**config.mk**
```make
export PLATFORM = sky130hd
export DESIGN_NAME = dct_block_sequencer
export DESIGN_NICKNAME = d
export VERILOG_FILES = /design/src/rtl/dct_block_sequencer.sv
export SDC_FILE = /design/constraint.sdc
export NUM_CORES = 1
export LEC_CHECK = 0
export ABC_AREA = 1
export CAP_MARGIN = 20
export CELL_PAD_IN_SITES_DETAIL_PLACEMENT = 0
export CELL_PAD_IN_SITES_GLOBAL_PLACEMENT = 1
export CORE_ASPECT_RATIO = 0.9
export CORE_MARGIN = 2
export CORE_UTILIZATION = 35
export DETAILED_ROUTE_END_ITERATION = 12
export GPL_TIMING_DRIVEN = 0
export PLACE_DENSITY = 0.8
export SYNTH_ARGS = -nofsm -noshare
export SYNTH_HDL_FRONTEND = slang
export SYNTH_SLANG_ARGS = --single-unit
```
**constraint.sdc**
```tcl
create_clock -name clk -period 9.4 [get_ports clk]
set_clock_uncertainty 0.15 [all_clocks]
set_input_delay 0.94 -clock clk [delete_from_list [all_inputs] [get_ports clk]]
set_output_delay 0.94 -clock clk [all_outputs]
set_load 0.01 [all_outputs]
```
**src/rtl/dct_block_sequencer.sv**
```systemverilog
// Sequences one bank of 8 DA DCT lanes: accept block, clear/enable/drain lanes, stream z0..z7.
// Latency accept->first coef = DA_CYCLES+PIPE_LAT+2 cycles; one block in flight, output stalls hold coef_data/coef_idx.
module dct_block_sequencer #(
  parameter int SAMP_W    = 8,
  parameter int COEF_W    = 19,
  parameter int DA_CYCLES = 8,
  parameter int PIPE_LAT  = 2
) (
  input  logic                  clk,
  input  logic                  rst,
  input  logic                  in_valid,
  output logic                  in_ready,
  input  logic [8*SAMP_W-1:0]   in_block,
  output logic [8*SAMP_W-1:0]   samp_bus,
  output logic                  lane_clr,
  output logic                  lane_en,
  output logic                  rom_cs,
  input  logic [8*COEF_W-1:0]   lane_out,
  output logic                  coef_valid,
  input  logic                  coef_ready,
  output logic [COEF_W-1:0]     coef_data,
  output logic [2:0]            coef_idx,
  output logic                  coef_last,
  output logic                  busy,
  output logic [15:0]           blk_count
);

  typedef enum logic [2:0] {IDLE, LOAD, RUN, DRAIN, OUT} state_t;

  localparam logic [3:0] STEP_LAST  = 4'(DA_CYCLES - 1);
  localparam logic [2:0] DRAIN_LAST = 3'(PIPE_LAT - 1);

  state_t            state, state_d;
  logic [3:0]        step, step_d;
  logic [2:0]        drain, drain_d;
  logic [2:0]        idx_d;
  logic [15:0]       blk_d;
  logic              capture;
  logic              accept;
  logic              clr_d, en_d, cs_d, vld_d, last_d, busy_d;
  logic [COEF_W-1:0] cap [8];

  assign in_ready = (state == IDLE) && !rst;
  assign accept   = in_valid && in_ready;

  always_comb begin
    state_d = state;
    step_d  = step;
    drain_d = drain;
    idx_d   = coef_idx;
    blk_d   = blk_count;
    capture = 1'b0;
    case (state)
      IDLE: begin
        step_d  = '0;
        drain_d = '0;
        if (accept) state_d = LOAD;
      end
      LOAD: begin
        step_d  = '0;
        state_d = RUN;
      end
      RUN: begin
        if (step == STEP_LAST) begin
          drain_d = '0;
          state_d = DRAIN;
        end else begin
          step_d = step + 4'd1;
        end
      end
      DRAIN: begin
        // Lane results are only valid once the ROM/accumulate pipe has flushed.
        if (drain == DRAIN_LAST) begin
          capture = 1'b1;
          idx_d   = '0;
          state_d = OUT;
        end else begin
          drain_d = drain + 3'd1;
        end
      end
      OUT: begin
        if (coef_ready) begin
          if (coef_idx == 3'd7) begin
            idx_d   = '0;
            blk_d   = blk_count + 16'd1;
            state_d = IDLE;
          end else begin
            idx_d = coef_idx + 3'd1;
          end
        end
      end
      default: state_d = IDLE;
    endcase

    // Control outputs are registered from the next state so they align with it.
    clr_d  = (state_d == LOAD);
    en_d   = (state_d == RUN);
    cs_d   = (state_d == LOAD) || (state_d == RUN) || (state_d == DRAIN);
    vld_d  = (state_d == OUT);
    last_d = (state_d == OUT) && (idx_d == 3'd7);
    busy_d = (state_d != IDLE);
  end

  always_ff @(posedge clk or posedge rst) begin
    if (rst) begin
      state      <= IDLE;
      step       <= '0;
      drain      <= '0;
      coef_idx   <= '0;
      blk_count  <= '0;
      samp_bus   <= '0;
      lane_clr   <= 1'b0;
      lane_en    <= 1'b0;
      rom_cs     <= 1'b0;
      coef_valid <= 1'b0;
      coef_last  <= 1'b0;
      busy       <= 1'b0;
      for (int k = 0; k < 8; k++) cap[k] <= '0;
    end else begin
      state      <= state_d;
      step       <= step_d;
      drain      <= drain_d;
      coef_idx   <= idx_d;
      blk_count  <= blk_d;
      lane_clr   <= clr_d;
      lane_en    <= en_d;
      rom_cs     <= cs_d;
      coef_valid <= vld_d;
      coef_last  <= last_d;
      busy       <= busy_d;
      if (accept) samp_bus <= in_block;
      if (capture) begin
        for (int k = 0; k < 8; k++) cap[k] <= lane_out[k*COEF_W +: COEF_W];
      end
    end
  end

  always_comb begin
    coef_data = cap[coef_idx];
  end

endmodule
```
==> results.yml <==
status:
  status: "complete, no violations"
detailed_routing:
  drc: 0
  dr.pass1.iters: 7
  drt_iter0_markers: 450
  antenna_left: 0
  drt_wl_total_microns: 35200
  vias: 9198
  vias_per_cell: 4.76
  wl_per_cell_microns: 18.2
yosys:
  synth_cells: 1144
  ys.flop_type: "dfrtp_1"
  synthTopCellsByArea: "dfrtp_1, mux2_2, nand2_1"
  synth_top_area_cell: "dfrtp_1"
  yosysWarningCount: 0
  seq_area_frac_synth: 0.567
  yosysUniqueCellTypes: 29
  synth_area_per_cell_sq_um: 9.69
  synth_top_area_frac: 0.567
  ys_top_cells_by_count: "nand2_1, dfrtp_1, o21ai_0"
  synth-async-reset-ratio: 1.00
  synth_fp_nets: 1370
  yosysMostFrequentCell: "nand2_1"
  syn_area_sq_um: 11100
  synth-seq-cells: 251
  synth_edf_count: 0
clock_network:
  postCtsSetupBuffers: 0
  cts_buffers: 28
  ctsRootBufferMaster: "clkbuf_16"
  htree_levels: 1
  insertion_delay_ns: 0.53
  clock_sinks: 251
  post_cts_resized: 0
  clock_path_buffers: 3
  clk_pin_slew_ns: 0.06
  postCtsHoldBufs: 0
  cts_tree: "built"
timing:
  setup_tns_ns: 0
  grt_setup_unrepaired: "no"
  holdWs_ns: 0.330
  fin_crit_ns: 4.51
  fin_crit_sh: 0.480
  setup_viol: 0
  max_slew.worst_pin.slew_ns: 0.652
  slew-limit-headroom: 0.561
  maxSlewViolCount: 0
  max_freq_mhz: 222
  hold_viol: 0
grt:
  grt_pass1_wl_microns: 54300
  grt_max_degree: 126
  overflow: 0
  antenna_found_initial: 3
  grt_pass1_vias: 9518
  track_usage: 0.211
flow_run:
  drv.max_cap_violation_count: 0
setup_path:
  cp_cell_sequence: "clkbuf_1 -> clkbuf_1 -> o21ai_0 -> o21ai_0 -> nand2_1 -> nand2_1 -> clkdlybuf4s50_1"
  path_max_fanout: 10
  crit_path_end_kind: "output pin"
  start_kind: "register"
  critPathMaxStageDelay_ns: 0.54
  timing_worst_setup_path_type: "reg -> out"
  crit_slowest_cell: "clkbuf_1"
  required_ns: 8.31
  crit_buf_inv: 3
  cp_top_family: "buffers and inverters"
  arrival_ns: 3.42
floorplan:
  start_util: 0.357
  rows: 61
  pin_count: 329
  coreArea_sq_um: 31100
  dieWidth_microns: 192
  dieArea_sq_um: 33100
  die_y_microns: 173
cells_and_area:
  drive_gt1_frac: 0.135
  num-nets-final: 1730
  nFillCells: 2872
  register_area_sq_um: 6280
  area_delta_synth_final_pct: 43.7
  multi_input_area_sq_um: 4180
  stdcell_count: 1934
placement:
  place_congestion: 0.814
  dp_cells: 1883
  port_buffers: 328
  post-dp-hpwl_microns: 26500
pwr:
  p_sw_frac: 0.343
  powerDensity_nw_per_um2: 310
  p_seq_frac: 0.365
  p_clk_frac: 0.234
  power.internal_mw: 3.25
  totalPowerFinal_mw: 4.94
  peakVddDrop_v: 0.000154
  p_leak_nw: 7.27
  p_sw_mw: 1.69
  combPwrFrac: 0.401
worst_hold_path:
  hold_class: "reg -> reg"
## registers in the layout (all words and copies together), names as in the netlist, 3 cells and up
name / count
samp_bus: 64
coef_idx: 3
cap: 152
step: 4
drain: 3
blk_count: 16
state: 3
## path summary, 6_finish.rpt
| kind | cells past startpoint | slack, ns | end | start |
|---|---|---|---|---|
| worst max-delay path | 7 | 4.89 | coef_data[8] | coef_idx[1]$_DFF_PP0_ |
| worst min-delay path | 2 | 0.33 | samp_bus[46]$_DFFE_PP0P_ | samp_bus[46]$_DFFE_PP0P_ |
| worst max register to register | 8 | 7.05 | cap[48]$_DFFE_PP0P_ | drain[0]$_DFFE_PP0P_ |
| worst min register to register | 2 | 0.33 | samp_bus[46]$_DFFE_PP0P_ | samp_bus[46]$_DFFE_PP0P_ |
| max in group asynchronous | 4 | 7.14 | cap[103]$_DFFE_PP0P_ | rst |
| min in group asynchronous | 2 | 0.64 | blk_count[0]$_DFFE_PP0P_ | rst |
## power groups by stage
stage,logic (mW),registers (mW),clock network (mW)
floorplan,0.996,1.83,0
global placement,1.96,1.80,0
detailed placement,1.99,1.81,0
CTS,2.00,1.80,1.18
global route,2.18,1.86,1.23
finish,1.98,1.80,1.16
## metal layers
layer  global-route usage  wire length [microns]  vias up
li1                     -                      -     4440
met5                    0                     27        -
met1                0.290                  15700     4422
met4               0.0420                    650        4
met3               0.0593                   2900       35
met2                0.332                  16000      297
## final cells by class
class,instances,area share
Inverter,67,0.0163
Sequential cell,251,0.394
Clock inverter,7,0.00707
Antenna cell,1,0.000157
Buffer,66,0.0233
Clock buffer,43,0.0545
Multi-Input combinational cell,760,0.263
Tap cell,409,0.0321
Timing Repair Buffer,330,0.210
## layout by cell type, fill, tap and decap left out, drive strengths merged
master / netlist / layout
dfrtp: 251 / 251
ha: 6 / 6
mux2i: 1 / 1
inv: 66 / 66
a31oi: 1 / 1
nor2: 100 / 100
xor2: 9 / 9
a21oi: 75 / 75
clkinv: 1 / 4
nand2: 291 / 291
nor3b: 1 / 1
nand3: 20 / 20
clkbuf: 29 / 72
o21ai: 121 / 121
nor3: 7 / 7
xnor2: 4 / 4
nand4: 6 / 6
diode: 0 / 1
buf: 37 / 39
nand3b: 1 / 1
clkdlybuf4s50: 0 / 328
bufinv: 0 / 3
clkinvlp: 0 / 1
mux2: 117 / 117
## tightest hold or removal path: stages, from the launching register on
cell and delay [ns]:
dfrtp_1 0.34, nand2_1 0.05, nand2_1 0.05
## logic make-up after synthesis
family | after synthesis | share of synthesized area
and+or+nand+nor | 426 | 0.151
buffers and inverters | 133 | 0.0561
DFF | 251 | 0.567
AOI/OAI and AO/OA | 197 | 0.0891
adders and majority gates | 6 | 0.00677
muxes | 118 | 0.120
xor gates and xnor gates | 13 | 0.0103
## metrics by stage
stage,instance area (sq um),worst slack (ns),utilization
final,15900,4.89,0.513
after global routing,15900,4.73,0.513
after CTS,15900,4.85,0.513
after detailed placement,14900,5.42,0.481
after global placement,14900,-2.12,0.479
after floorplan,11100,1.41,-
(Power assumes the default switching activity.)
